<file path="src/rtl/uart_tx_cfg.sv">
// Parametrised UART transmitter: start, DATA_BITS payload LSB first,
// optional odd/even parity, one or two stop bits; ready/done handshake.
module uart_tx_cfg #(
    parameter int CLK_FREQ  = 12_000_000,
    parameter int BAUD      = 9600,
    parameter int DATA_BITS = 8,
    parameter int PARITY    = 0,
    parameter int STOP_BITS = 1
) (
    input  logic                 clk,
    input  logic                 reset,
    input  logic [DATA_BITS-1:0] data_in,
    input  logic                 tx_start,
    output logic                 tx_out,
    output logic                 tx_ready,
    output logic                 tx_done
);

    localparam int DIVISOR = CLK_FREQ / BAUD;
    localparam int CW = (DIVISOR > 1) ? $clog2(DIVISOR) : 1;
    localparam int IW = $clog2(DATA_BITS + 1);
    localparam logic [CW-1:0] CNT_MAX   = CW'(DIVISOR - 1);
    localparam logic [IW-1:0] DATA_LAST = IW'(DATA_BITS - 1);
    localparam logic [IW-1:0] STOP_LAST = IW'(STOP_BITS - 1);

    typedef enum logic [2:0] {
        S_IDLE, S_START, S_DATA, S_PARITY, S_STOP
    } state_e;

    state_e               state_q, state_d;
    logic [CW-1:0]        cnt_q, cnt_d;
    logic [IW-1:0]        idx_q, idx_d;
    logic [DATA_BITS-1:0] shift_q, shift_d;
    logic                 par_q, par_d;
    logic                 tx_q, tx_d;
    logic                 rdy_q, rdy_d;
    logic                 done_q, done_d;
    logic                 tick;

    always_ff @(posedge clk) begin
        if (reset) begin
            state_q <= S_IDLE;
            cnt_q   <= '0;
            idx_q   <= '0;
            shift_q <= '0;
            par_q   <= 1'b0;
            tx_q    <= 1'b1;
            rdy_q   <= 1'b1;
            done_q  <= 1'b0;
        end else begin
            state_q <= state_d;
            cnt_q   <= cnt_d;
            idx_q   <= idx_d;
            shift_q <= shift_d;
            par_q   <= par_d;
            tx_q    <= tx_d;
            rdy_q   <= rdy_d;
            done_q  <= done_d;
        end
    end

    always_comb begin
        state_d = state_q;
        idx_d   = idx_q;
        shift_d = shift_q;
        par_d   = par_q;
        tx_d    = tx_q;
        rdy_d   = rdy_q;
        done_d  = 1'b0;
        tick    = (cnt_q == CNT_MAX);
        cnt_d   = tick ? '0 : cnt_q + 1'b1;

        unique case (state_q)
            S_IDLE: begin
                cnt_d = '0;
                if (tx_start) begin
                    shift_d = data_in;
                    par_d   = (PARITY == 1) ? ~^data_in : ^data_in;
                    state_d = S_START;
                    tx_d    = 1'b0;
                    rdy_d   = 1'b0;
                end
            end
            S_START: begin
                if (tick) begin
                    state_d = S_DATA;
                    idx_d   = '0;
                    tx_d    = shift_q[0];
                end
            end
            S_DATA: begin
                if (tick) begin
                    if (idx_q == DATA_LAST) begin
                        idx_d = '0;
                        if (PARITY != 0) begin
                            state_d = S_PARITY;
                            tx_d    = par_q;
                        end else begin
                            state_d = S_STOP;
                            tx_d    = 1'b1;
                        end
                    end else begin
                        idx_d   = idx_q + 1'b1;
                        shift_d = shift_q >> 1;
                        tx_d    = shift_q[1];
                    end
                end
            end
            S_PARITY: begin
                if (tick) begin
                    state_d = S_STOP;
                    tx_d    = 1'b1;
                end
            end
            S_STOP: begin
                if (tick) begin
                    if (idx_q == STOP_LAST) begin
                        state_d = S_IDLE;
                        idx_d   = '0;
                        rdy_d   = 1'b1;
                        done_d  = 1'b1;
                    end else begin
                        idx_d = idx_q + 1'b1;
                    end
                end
            end
            default: state_d = S_IDLE;
        endcase
    end

    assign tx_out   = tx_q;
    assign tx_ready = rdy_q;
    assign tx_done  = done_q;

endmodule

</file>
<file path="config.mk">
export PLATFORM = sky130hd
export DESIGN_NAME = uart_tx_cfg
export DESIGN_NICKNAME = d
export VERILOG_FILES = /design/src/rtl/uart_tx_cfg.sv
export SDC_FILE = /design/constraint.sdc
export NUM_CORES = 1
export LEC_CHECK = 0
export CAP_MARGIN = 20
export CELL_PAD_IN_SITES_DETAIL_PLACEMENT = 0
export CELL_PAD_IN_SITES_GLOBAL_PLACEMENT = 1
export CORE_MARGIN = 8
export CORE_UTILIZATION = 43
export CTS_CLUSTER_DIAMETER = 50
export DETAILED_ROUTE_END_ITERATION = 8
export PLACE_DENSITY_LB_ADDON = 0.1
export SYNTH_ARGS = -nofsm -noshare
export SYNTH_HDL_FRONTEND = slang
export SYNTH_SLANG_ARGS = --single-unit
</file>
<file path="constraint.sdc">
create_clock -name clk -period 1.9 [get_ports clk]
set_input_delay 0.38 -clock clk [delete_from_list [all_inputs] [get_ports clk]]
set_output_delay 0.38 -clock clk [all_outputs]
set_load 0.02 [all_outputs]
</file>
; Yosys cells after proc, flatten, opt, wreduce, memory -nomap -nowiden
; Cells that the tools add are included.
[op_classes]
add_sub_neg = 2
mul = 0
n_div = 0
magnitude_cmp = 0
eq_ne = 14
n_shift = 0
mux = 28
bitwise = 2
reduce_logical = 13
[ops]
columns = operator, n
row1 = 8-bit 2-to-1 mux, 3
row2 = 3-bit 2-to-1 mux, 7
row3 = 4-bit 2-to-1 mux, 5
row4 = "2-bit inequality test, second input constant", 8
row5 = 8-bit case mux with 2 select lines, 1
row6 = 3-bit case mux with 5 select lines, 1
row7 = 4-bit case mux with 3 select lines, 1
row8 = 4-bit AND reduction, 3
row9 = "11-bit by 1-bit adder with 11-bit output, second input constant", 1
row10 = "11-bit == test, second input constant", 1
row11 = 1-bit 2-to-1 mux, 8
row12 = 7-bit AND reduction, 1
row13 = "3-bit by 2-bit == test with 1-bit output, second input constant", 2
row14 = 3-bit OR reduction, 2
row15 = 5-bit AND reduction, 1
row16 = "4-bit by 1-bit adder with 4-bit output, second input constant", 1
row17 = "4-bit by 3-bit == test with 1-bit output, second input constant", 1
row18 = 4-bit zero test, 1
row19 = 1-bit case mux with 4 select lines, 1
row20 = 2-bit nonzero test, 2
row21 = 4-bit nonzero test, 1
row22 = "3-bit by 1-bit == test with 1-bit output, second input constant", 1
row23 = "3-bit == test, second input constant", 1
row24 = 3-bit zero test, 1
row25 = 3 further kinds, 4
[totals]
ff_bits = 29
latch_bits = 0
mem_bits_rw = 0
romBits = 0
in_bits = 11
out_inout_bits = 3
elab_cells = 66
memories = 0

; Logic depth before layout (Yosys ltp)
; Gate-level depths: netlist (run 1).
[depth]
depth_word = 4
depth_mapped = 7
ltp_nobuf = 6

; Worst setup path before layout (run 1)
; OpenSTA, ideal clock, no wires.
[synth_path]
path_kind = reg-to-reg
startpoint = register cnt_q[1]
endpoint = register shift_q[0]
setup_time_ps = 72
arrival_time_ps = 1541
required_ps = 1828
slack_ps = 288
path_stages_with_launch = 8
path_buffers = 1
synth_period_minus_slack_ps = 1612
cell_sequence = dfxtp_1 > inv_1 > ha_1 > and4bb_2 > and3b_1 > buf_4 > a21oi_4 > mux2i_1
[synth_between]
elab_chain_len = 3
[synth_lines]
columns = element, line
row1 = from (decl), 31  ; logic [CW-1:0] cnt_q, cnt_d;
row2 = from (signal assigned), 52  ; cnt_q <= cnt_d;
row3 = 11-bit == test, 70  ; tick = (cnt_q == CNT_MAX);
row4 = 2-bit inequality test (no line), -
row5 = 4-bit AND reduction (no line), -
row6 = to (signal assigned), 54  ; shift_q <= shift_d;
row7 = to (decl), 33  ; logic [DATA_BITS-1:0] shift_q, shift_d;
; Every way passes these cells.
; A chain may end at the register's enable or synchronous reset.

; Final worst setup path (run 1)
[layout_path]
startpoint = register cnt_q[1]
endpoint = register shift_q[1]
; The elaborated chain is that of the path after synthesis.

==> flow_summary.json, run 1 <==
{
  "max_clock_buf_depth": 2,
  "critical_path.reg2reg.endpoint": "shift_q[1]$_SDFFE_PP0P_",
  "worstSetupPathType": "register to register",
  "synthesis.yosys.warnings": 0,
  "post_cts_resized": 0,
  "num_rows": 22,
  "routed_wirelength_um": 3310,
  "critical_path.startpoint_type": "register",
  "grt_pass1_vias": 1245,
  "syn-num-nets": 190,
  "fin_ws_ns": 0.121,
  "maxClockFrequency_mhz": 562,
  "multi_input_comb_area_um2": 922,
  "seq_area_frac_synth_pct": 37.0,
  "hold_violations": 0,
  "remaining_drc_errors": 0,
  "syn_avg_cell_area_um2": 8.96,
  "yosysTopAreaCell": "sky130_fd_sc_hd__dfxtp_1",
  "clkSinkCount": 29,
  "routedWlPerCell_um": 13.3,
  "routed-via-count": 1312,
  "setup_viol_count_final": 0,
  "rsz_0062_raised_after_global_routing": "no",
  "dpl-instance-area_um2": 1810,
  "final_design_instance_area_without_fill_um2": 1910,
  "final.period_utilization_pct": 93.6,
  "first_pass_grt_wire_length_um": 5510,
  "layout-area-overhead-vs-synth_pct": 21.5,
  "clock-skew-final_ns": 0.00540,
  "status": "complete, no violations",
  "synthDominantCellAreaShare_pct": 37.0,
  "cts_tree": "built",
  "max_slew.worst_pin.slew_ns": 0.444,
  "post_synth_instance_area_um2": 1570,
  "fp.dieH_um": 76.4,
  "vias_per_cell": 5.27,
  "cts_hold_buf": 0,
  "critical_path_required_ns": 2.15,
  "routed_antenna_nets": 0,
  "grt_max_degree": 17,
  "fin_worst_hold_slack_ns": 0.466,
  "final.fill_count": 343,
  "hold_path_class": "register to register",
  "seqCellArea_um2": 581,
  "finalWeightedCongestion": 0.814,
  "fp.dieArea_um2": 5830,
  "synthesis.instances": 175,
  "core_area_um2": 3580,
  "path_max_fanout": 7,
  "grt_overflow": 0,
  "dp_slack_ns": 0.0709,
  "power-per-cell-area_nw_per_um2": 691,
  "cp-end-kind": "register",
  "synth_area_leaders": "sky130_fd_sc_hd__dfxtp_1 37%, sky130_fd_sc_hd__nand2_1 5.5%, sky130_fd_sc_hd__mux2i_1 5.1%",
  "grt_antenna_before_repair": 0,
  "power.ir.vdd_worst_mv": 0.396,
  "regToRegStartpoint": "cnt_q[1]$_SDFF_PP0_",
  "global_route.usage.total_pct": 11.4,
  "drtPass1Iterations": 4,
  "htreeDepth": 2,
  "antennaDiodeCount": 0,
  "cts_setup_buffers": 0,
  "worst_r2r_setup_slack_ns": 0.12,
  "clockRootBuffer": "sky130_fd_sc_hd__clkbuf_4",
  "slew_headroom_pct": 70.4,
  "cts-buffers-inserted": 5,
  "initial_utilization_pct": 43.8,
  "drive_gt1_share_pct": 18.4,
  "die-width_um": 76.4,
  "worst_setup_hold_path_clk_slew_ns": 0.09,
  "drtIter0Drc": 44,
  "timing.critical_path.to": "shift_q[1]$_SDFFE_PP0P_",
  "top_ff_cell_synth": "sky130_fd_sc_hd__dfxtp_1",
  "cap_viol_max_count": 0,
  "leakage_uw": 0.000707,
  "crit_path_start": "cnt_q[1]$_SDFF_PP0_",
  "insertion_delay_ns": 0.32,
  "timing.setup.tns_ns": 0,
  "worst-r2r-cell-count": 7,
  "fin_nets": 215,
  "edff_count_synth": 0,
  "portBuffers": 13,
  "critPathArrivalTime_ns": 2.03,
  "finalCriticalPeriod_ns": 1.78,
  "synth_cell_types": 44,
  "postSynthRegisterBits": 29,
  "total_power_uw": 1320,
  "place.detailed.hpwl_um": 2460,
  "timing_max_transition_violations_final": 0,
  "io_pins": 14,
  "asyncSetResetFlopFracSynth_pct": 0
}
[power breakdown]
| group | internal, uW | switching (uW) | total, uW |
|---|---|---|---|
| Combinational | 77.8 | 72.4 | 150 |
| Clock | 314 | 211 | 525 |
| Sequential | 629 | 13.3 | 642 |
[cells by family (layout without fill, tap and decap cells)]
| family | after synthesis | after routing | share of synthesized area, % |
|---|---|---|---|
| AOI/OAI and AO/OA | 27 | 27 | 12.7 |
| xor gates and xnor gates | 10 | 10 | 5.59 |
| adders and majority gates | 4 | 4 | 3.19 |
| buffers and inverters | 15 | 41 | 4.15 |
| DFF | 29 | 29 | 37.0 |
| muxes | 15 | 15 | 10.1 |
| and+or+nand+nor | 75 | 75 | 27.2 |
[cell usage in the layout (no fill, tap or decap), types with 5 or more instances in the layout]
master,n
sky130_fd_sc_hd__a21oi_1,6
sky130_fd_sc_hd__buf_4,14
sky130_fd_sc_hd__clkbuf_4,5
sky130_fd_sc_hd__clkdlybuf4s50_1,13
sky130_fd_sc_hd__dfxtp_1,29
sky130_fd_sc_hd__inv_1,5
sky130_fd_sc_hd__mux2_2,7
sky130_fd_sc_hd__mux2i_1,8
sky130_fd_sc_hd__nand2_1,23
sky130_fd_sc_hd__nand3_1,5
sky130_fd_sc_hd__nor2_1,19
sky130_fd_sc_hd__o21ai_0,6
sky130_fd_sc_hd__xnor2_1,5
sky130_fd_sc_hd__xor2_1,5
[layer usage]
layer,wire length (um),share of wire (%),up-vias,GRT usage (%)
met4,62,1.9,0,6.15
li1,-,-,669,-
met1,1560,47,618,13.6
met2,1600,48,17,18.5
met5,0,0,-,0
met3,90,2.7,8,2.59
[state kept, by name, indices dropped and copies added (netlist names)]
| register | flops |
|---|---|
| cnt_q | 11 |
| shift_q | 8 |
| idx_q | 4 |
| state_q | 3 |
| tx_done | 1 |
| tx_out | 1 |
| tx_ready | 1 |
[worst min path at each step]
stage                       startpoint                 endpoint  slack [ns]  cells after the start
6_report       shift_q[0]$_SDFFE_PP0P_  shift_q[0]$_SDFFE_PP0P_        0.47                      2
4_1_cts        shift_q[4]$_SDFFE_PP0P_  shift_q[4]$_SDFFE_PP0P_        0.47                      2
3_5_place_dp   shift_q[4]$_SDFFE_PP0P_  shift_q[4]$_SDFFE_PP0P_        0.46                      2
3_3_place_gp   shift_q[3]$_SDFFE_PP0P_  shift_q[3]$_SDFFE_PP0P_        0.44                      2
5_1_grt        shift_q[6]$_SDFFE_PP0P_  shift_q[6]$_SDFFE_PP0P_        0.49                      2
2_1_floorplan  shift_q[2]$_SDFFE_PP0P_  shift_q[2]$_SDFFE_PP0P_        0.43                      2
[final cells by class]
type                            instances  area share (%)
Multi-Input combinational cell        131            48.4
Sequential cell                        29            30.5
Timing Repair Buffer                   27            12.3
Tap cell                               48            3.15
Clock buffer                            7            2.89
Clock inverter                          1            1.58
Inverter                                6            1.18
[synth_stat cells (2+ instances only)]
master                      number
sky130_fd_sc_hd__nand2_1        23
sky130_fd_sc_hd__and3b_1         2
sky130_fd_sc_hd__o21ai_0         6
sky130_fd_sc_hd__nand4_1         4
sky130_fd_sc_hd__o22ai_1         2
sky130_fd_sc_hd__xnor2_1         5
sky130_fd_sc_hd__nor3b_1         2
sky130_fd_sc_hd__xor2_1          5
sky130_fd_sc_hd__inv_1           5
sky130_fd_sc_hd__clkbuf_1        4
sky130_fd_sc_hd__mux2i_1         8
sky130_fd_sc_hd__ha_1            4
sky130_fd_sc_hd__dfxtp_1        29
sky130_fd_sc_hd__nor2_1         19
sky130_fd_sc_hd__o21a_1          2
sky130_fd_sc_hd__nand3b_1        2
sky130_fd_sc_hd__or3b_1          3
sky130_fd_sc_hd__mux2_2          7
sky130_fd_sc_hd__buf_2           4
sky130_fd_sc_hd__o31ai_1         2
sky130_fd_sc_hd__a21oi_1         6
sky130_fd_sc_hd__nor3_1          4
sky130_fd_sc_hd__a2111oi_2       2
sky130_fd_sc_hd__nand3_1         5
[through the flow]
| stage | std cells | utilization (%) |
|---|---|---|
| 5_1_grt | 249 | 53.3 |
| 3_3_place_gp | 239 | 50.5 |
| 4_1_cts | 247 | 52.8 |
| 3_5_place_dp | 239 | 50.5 |
| 6_report | 249 | 53.3 |
| 2_1_floorplan | 175 | - |
[worst max-delay path: stages (launching register included)]
cell	delay (ns)
sky130_fd_sc_hd__dfxtp_1	0.37
sky130_fd_sc_hd__inv_1	0.06
sky130_fd_sc_hd__ha_1	0.16
sky130_fd_sc_hd__and4bb_2	0.24
sky130_fd_sc_hd__and3b_1	0.33
sky130_fd_sc_hd__a21oi_4	0.21
sky130_fd_sc_hd__buf_4	0.15
sky130_fd_sc_hd__mux2i_1	0.19
Note: power is estimated with default switching activity, not from simulation.
==> run 2, diff against run 1 <==
--- a/config.mk
+++ b/config.mk
@@ -13,6 +13,7 @@
 export CTS_CLUSTER_DIAMETER = 50
 export DETAILED_ROUTE_END_ITERATION = 8
 export PLACE_DENSITY_LB_ADDON = 0.1
+export SETUP_SLACK_MARGIN = 0.3
 export SYNTH_ARGS = -nofsm -noshare
 export SYNTH_HDL_FRONTEND = slang
 export SYNTH_SLANG_ARGS = --single-unit
==> flow_summary.json, run 2 (synthesis results as in run 1) <==
{
  "worst_path_max_delay_cell": "sky130_fd_sc_hd__dfxtp_2",
  "fin_nets": 220,
  "regMostFlops": "cnt_q",
  "regToRegStartpoint": "cnt_q[1]$_SDFF_PP0_",
  "fp.dieH_um": 76.4,
  "io_pins": 14,
  "clkSinkCount": 29,
  "dp_slack_ns": 0.0991,
  "grt_antenna_before_repair": 0,
  "most-common-layout-cells": "23 x sky130_fd_sc_hd__nand2_1, 22 x sky130_fd_sc_hd__dfxtp_1, 19 x sky130_fd_sc_hd__nor2_1, 15 x sky130_fd_sc_hd__buf_4, 10 x sky130_fd_sc_hd__clkdlybuf4s50_1",
  "cell_class_contributing_the_biggest_share_of_worst_path_delay": "simple AND/OR/NAND/NOR gates",
  "final.fill_count": 338,
  "max_ffs_per_register": 11,
  "seqCellArea_um2": 594,
  "num_rows": 22,
  "initial_utilization_pct": 43.8,
  "clockRootBuffer": "sky130_fd_sc_hd__clkbuf_4",
  "internal-power_uw": 858,
  "first_pass_grt_wire_length_um": 5900,
  "share_clk_of_total_power_pct": 30.2,
  "cap_viol_max_count": 0,
  "cp-end-kind": "register",
  "cts-buffers-inserted": 5,
  "rsz_0062_raised_after_global_routing": "yes",
  "hold_path_startpoint": "shift_q[5]$_SDFFE_PP0P_",
  "hold_path_class": "register to register",
  "worst_r2r_setup_slack_ns": 0.25,
  "layout.cells.non_filler": 254,
  "critical_path_required_ns": 2.13,
  "fin_worst_hold_slack_ns": 0.461,
  "power.ir.vdd_worst_mv": 0.370,
  "drive_gt1_share_pct": 33.0,
  "drtIter0Drc": 88,
  "layout_commonest_cell": "sky130_fd_sc_hd__nand2_1",
  "status": "complete, no violations",
  "die-width_um": 76.4,
  "max_stage_delay_ns": 0.36,
  "cp.buffers_inverters": 2,
  "cts_tree": "built",
  "worstPathCellList": "inv_2 > ha_4 > and4bb_2 > and3b_2 > a21oi_4 > buf_12 > mux2i_2",
  "routed_antenna_nets": 0,
  "slew_headroom_pct": 71.2,
  "timing.critical_path.to": "shift_q[4]$_SDFFE_PP0P_",
  "maxClockFrequency_mhz": 605,
  "net-switching-power_uw": 310,
  "leakage_uw": 0.000762,
  "grt_overflow": 0,
  "fin_ws_ns": 0.247,
  "global_route.usage.total_pct": 12.1,
  "core_area_um2": 3580,
  "htreeDepth": 2,
  "fp.dieArea_um2": 5830,
  "remaining_drc_errors": 0,
  "routedWlPerCell_um": 14.2,
  "vias_per_cell": 5.30,
  "critPathArrivalTime_ns": 1.88,
  "comb_power_share_pct": 14.9,
  "power-per-cell-area_nw_per_um2": 556,
  "crit_path_start": "cnt_q[1]$_SDFF_PP0_",
  "clock-skew-final_ns": 0.0173,
  "place.detailed.hpwl_um": 2390,
  "timing.setup.tns_ns": 0,
  "worst_setup_hold_path_clk_slew_ns": 0.09,
  "max_clock_buf_depth": 2,
  "setup_viol_count_final": 0,
  "critical_path.reg2reg.endpoint": "shift_q[4]$_SDFFE_PP0P_",
  "grt_max_degree": 18,
  "hold_violations": 0,
  "utilization_pct": 58.7,
  "path_depth": 7,
  "p_seq_share_pct": 54.9,
  "routed_wirelength_um": 3610,
  "drtPass1Iterations": 4,
  "worstSetupPathType": "register to register",
  "placedCellCount": 238,
  "worst-r2r-cell-count": 7,
  "biggestRegsByFlops": "cnt_q (11), shift_q (8), idx_q (4)",
  "final.period_utilization_pct": 87.0,
  "max_slew.worst_pin.slew_ns": 0.432,
  "path_max_fanout": 7,
  "portBuffers": 13,
  "finalCriticalPeriod_ns": 1.65,
  "multi_input_comb_area_um2": 1070,
  "insertion_delay_ns": 0.32,
  "layout-area-overhead-vs-synth_pct": 34.0,
  "timing_max_transition_violations_final": 0,
  "critical_path.startpoint_type": "register",
  "min_path_cells": 2,
  "grt_pass1_vias": 1277,
  "netSwitchingFraction_pct": 26.5,
  "finalWeightedCongestion": 0.800,
  "routed-via-count": 1345,
  "antennaDiodeCount": 0
}
run 2: worst min-delay path: stages (launching register included):
cell	delay, ns
sky130_fd_sc_hd__dfxtp_1	0.31
sky130_fd_sc_hd__nand2_1	0.05
sky130_fd_sc_hd__mux2i_1	0.06
run 2: what timing repair did:
| action | CTS | global route |
|---|---|---|
| pin swaps | 6 | 6 |
| setup buffers | 5 | 2 |
| endpoints found under the hold margin | 0 | 0 |
| gates cloned | 0 | 1 |
| endpoints found under the setup margin | 26 | 26 |
| hold buffers | 0 | 0 |
| resized for setup | 16 | 28 |
run 2: how the worst min path moves through the flow:
| stage | to |
|---|---|
| 2_1_floorplan | shift_q[2]$_SDFFE_PP0P_ |
| 3_5_place_dp | shift_q[5]$_SDFFE_PP0P_ |
| 4_1_cts | shift_q[5]$_SDFFE_PP0P_ |
| 3_3_place_gp | shift_q[3]$_SDFFE_PP0P_ |
| 6_report | shift_q[5]$_SDFFE_PP0P_ |
| 5_1_grt | shift_q[6]$_SDFFE_PP0P_ |
run 2: power by group through the flow:
stage / sequential, uW / clock (uW) / combinational, uW
2_1_floorplan: 658 / 0 / 83.7
3_3_place_gp: 655 / 0 / 142
3_5_place_dp: 657 / 0 / 146
4_1_cts: 643 / 372 / 158
5_1_grt: 644 / 395 / 191
6_report: 641 / 352 / 175
run 2: metrics by stage:
stage | cell area, um^2 | total power, uW
finish | 2100 | 1170
detailed placement | 1800 | 802
global route | 2100 | 1230
CTS | 1940 | 1170
global placement | 1800 | 797
floorplan | 1570 | 741
run 2: final cells by class:
type,count,area share [%]
Clock inverter,2,0.476
Timing Repair Buffer,32,14.4
Clock buffer,6,1.97
Tap cell,48,2.86
Inverter,6,1.19
Multi-Input combinational cell,131,50.9
Sequential cell,29,28.3
run 2: routing by layer:
layer	vias to the layer above	wire length, um	share of wire [%]	GRT usage, %
met4	0	36	1.0	3.46
met1	637	1740	48	15.3
met5	-	0	0	0
met2	17	1730	48	18.9
met3	5	104	2.9	4.13
li1	686	-	-	-
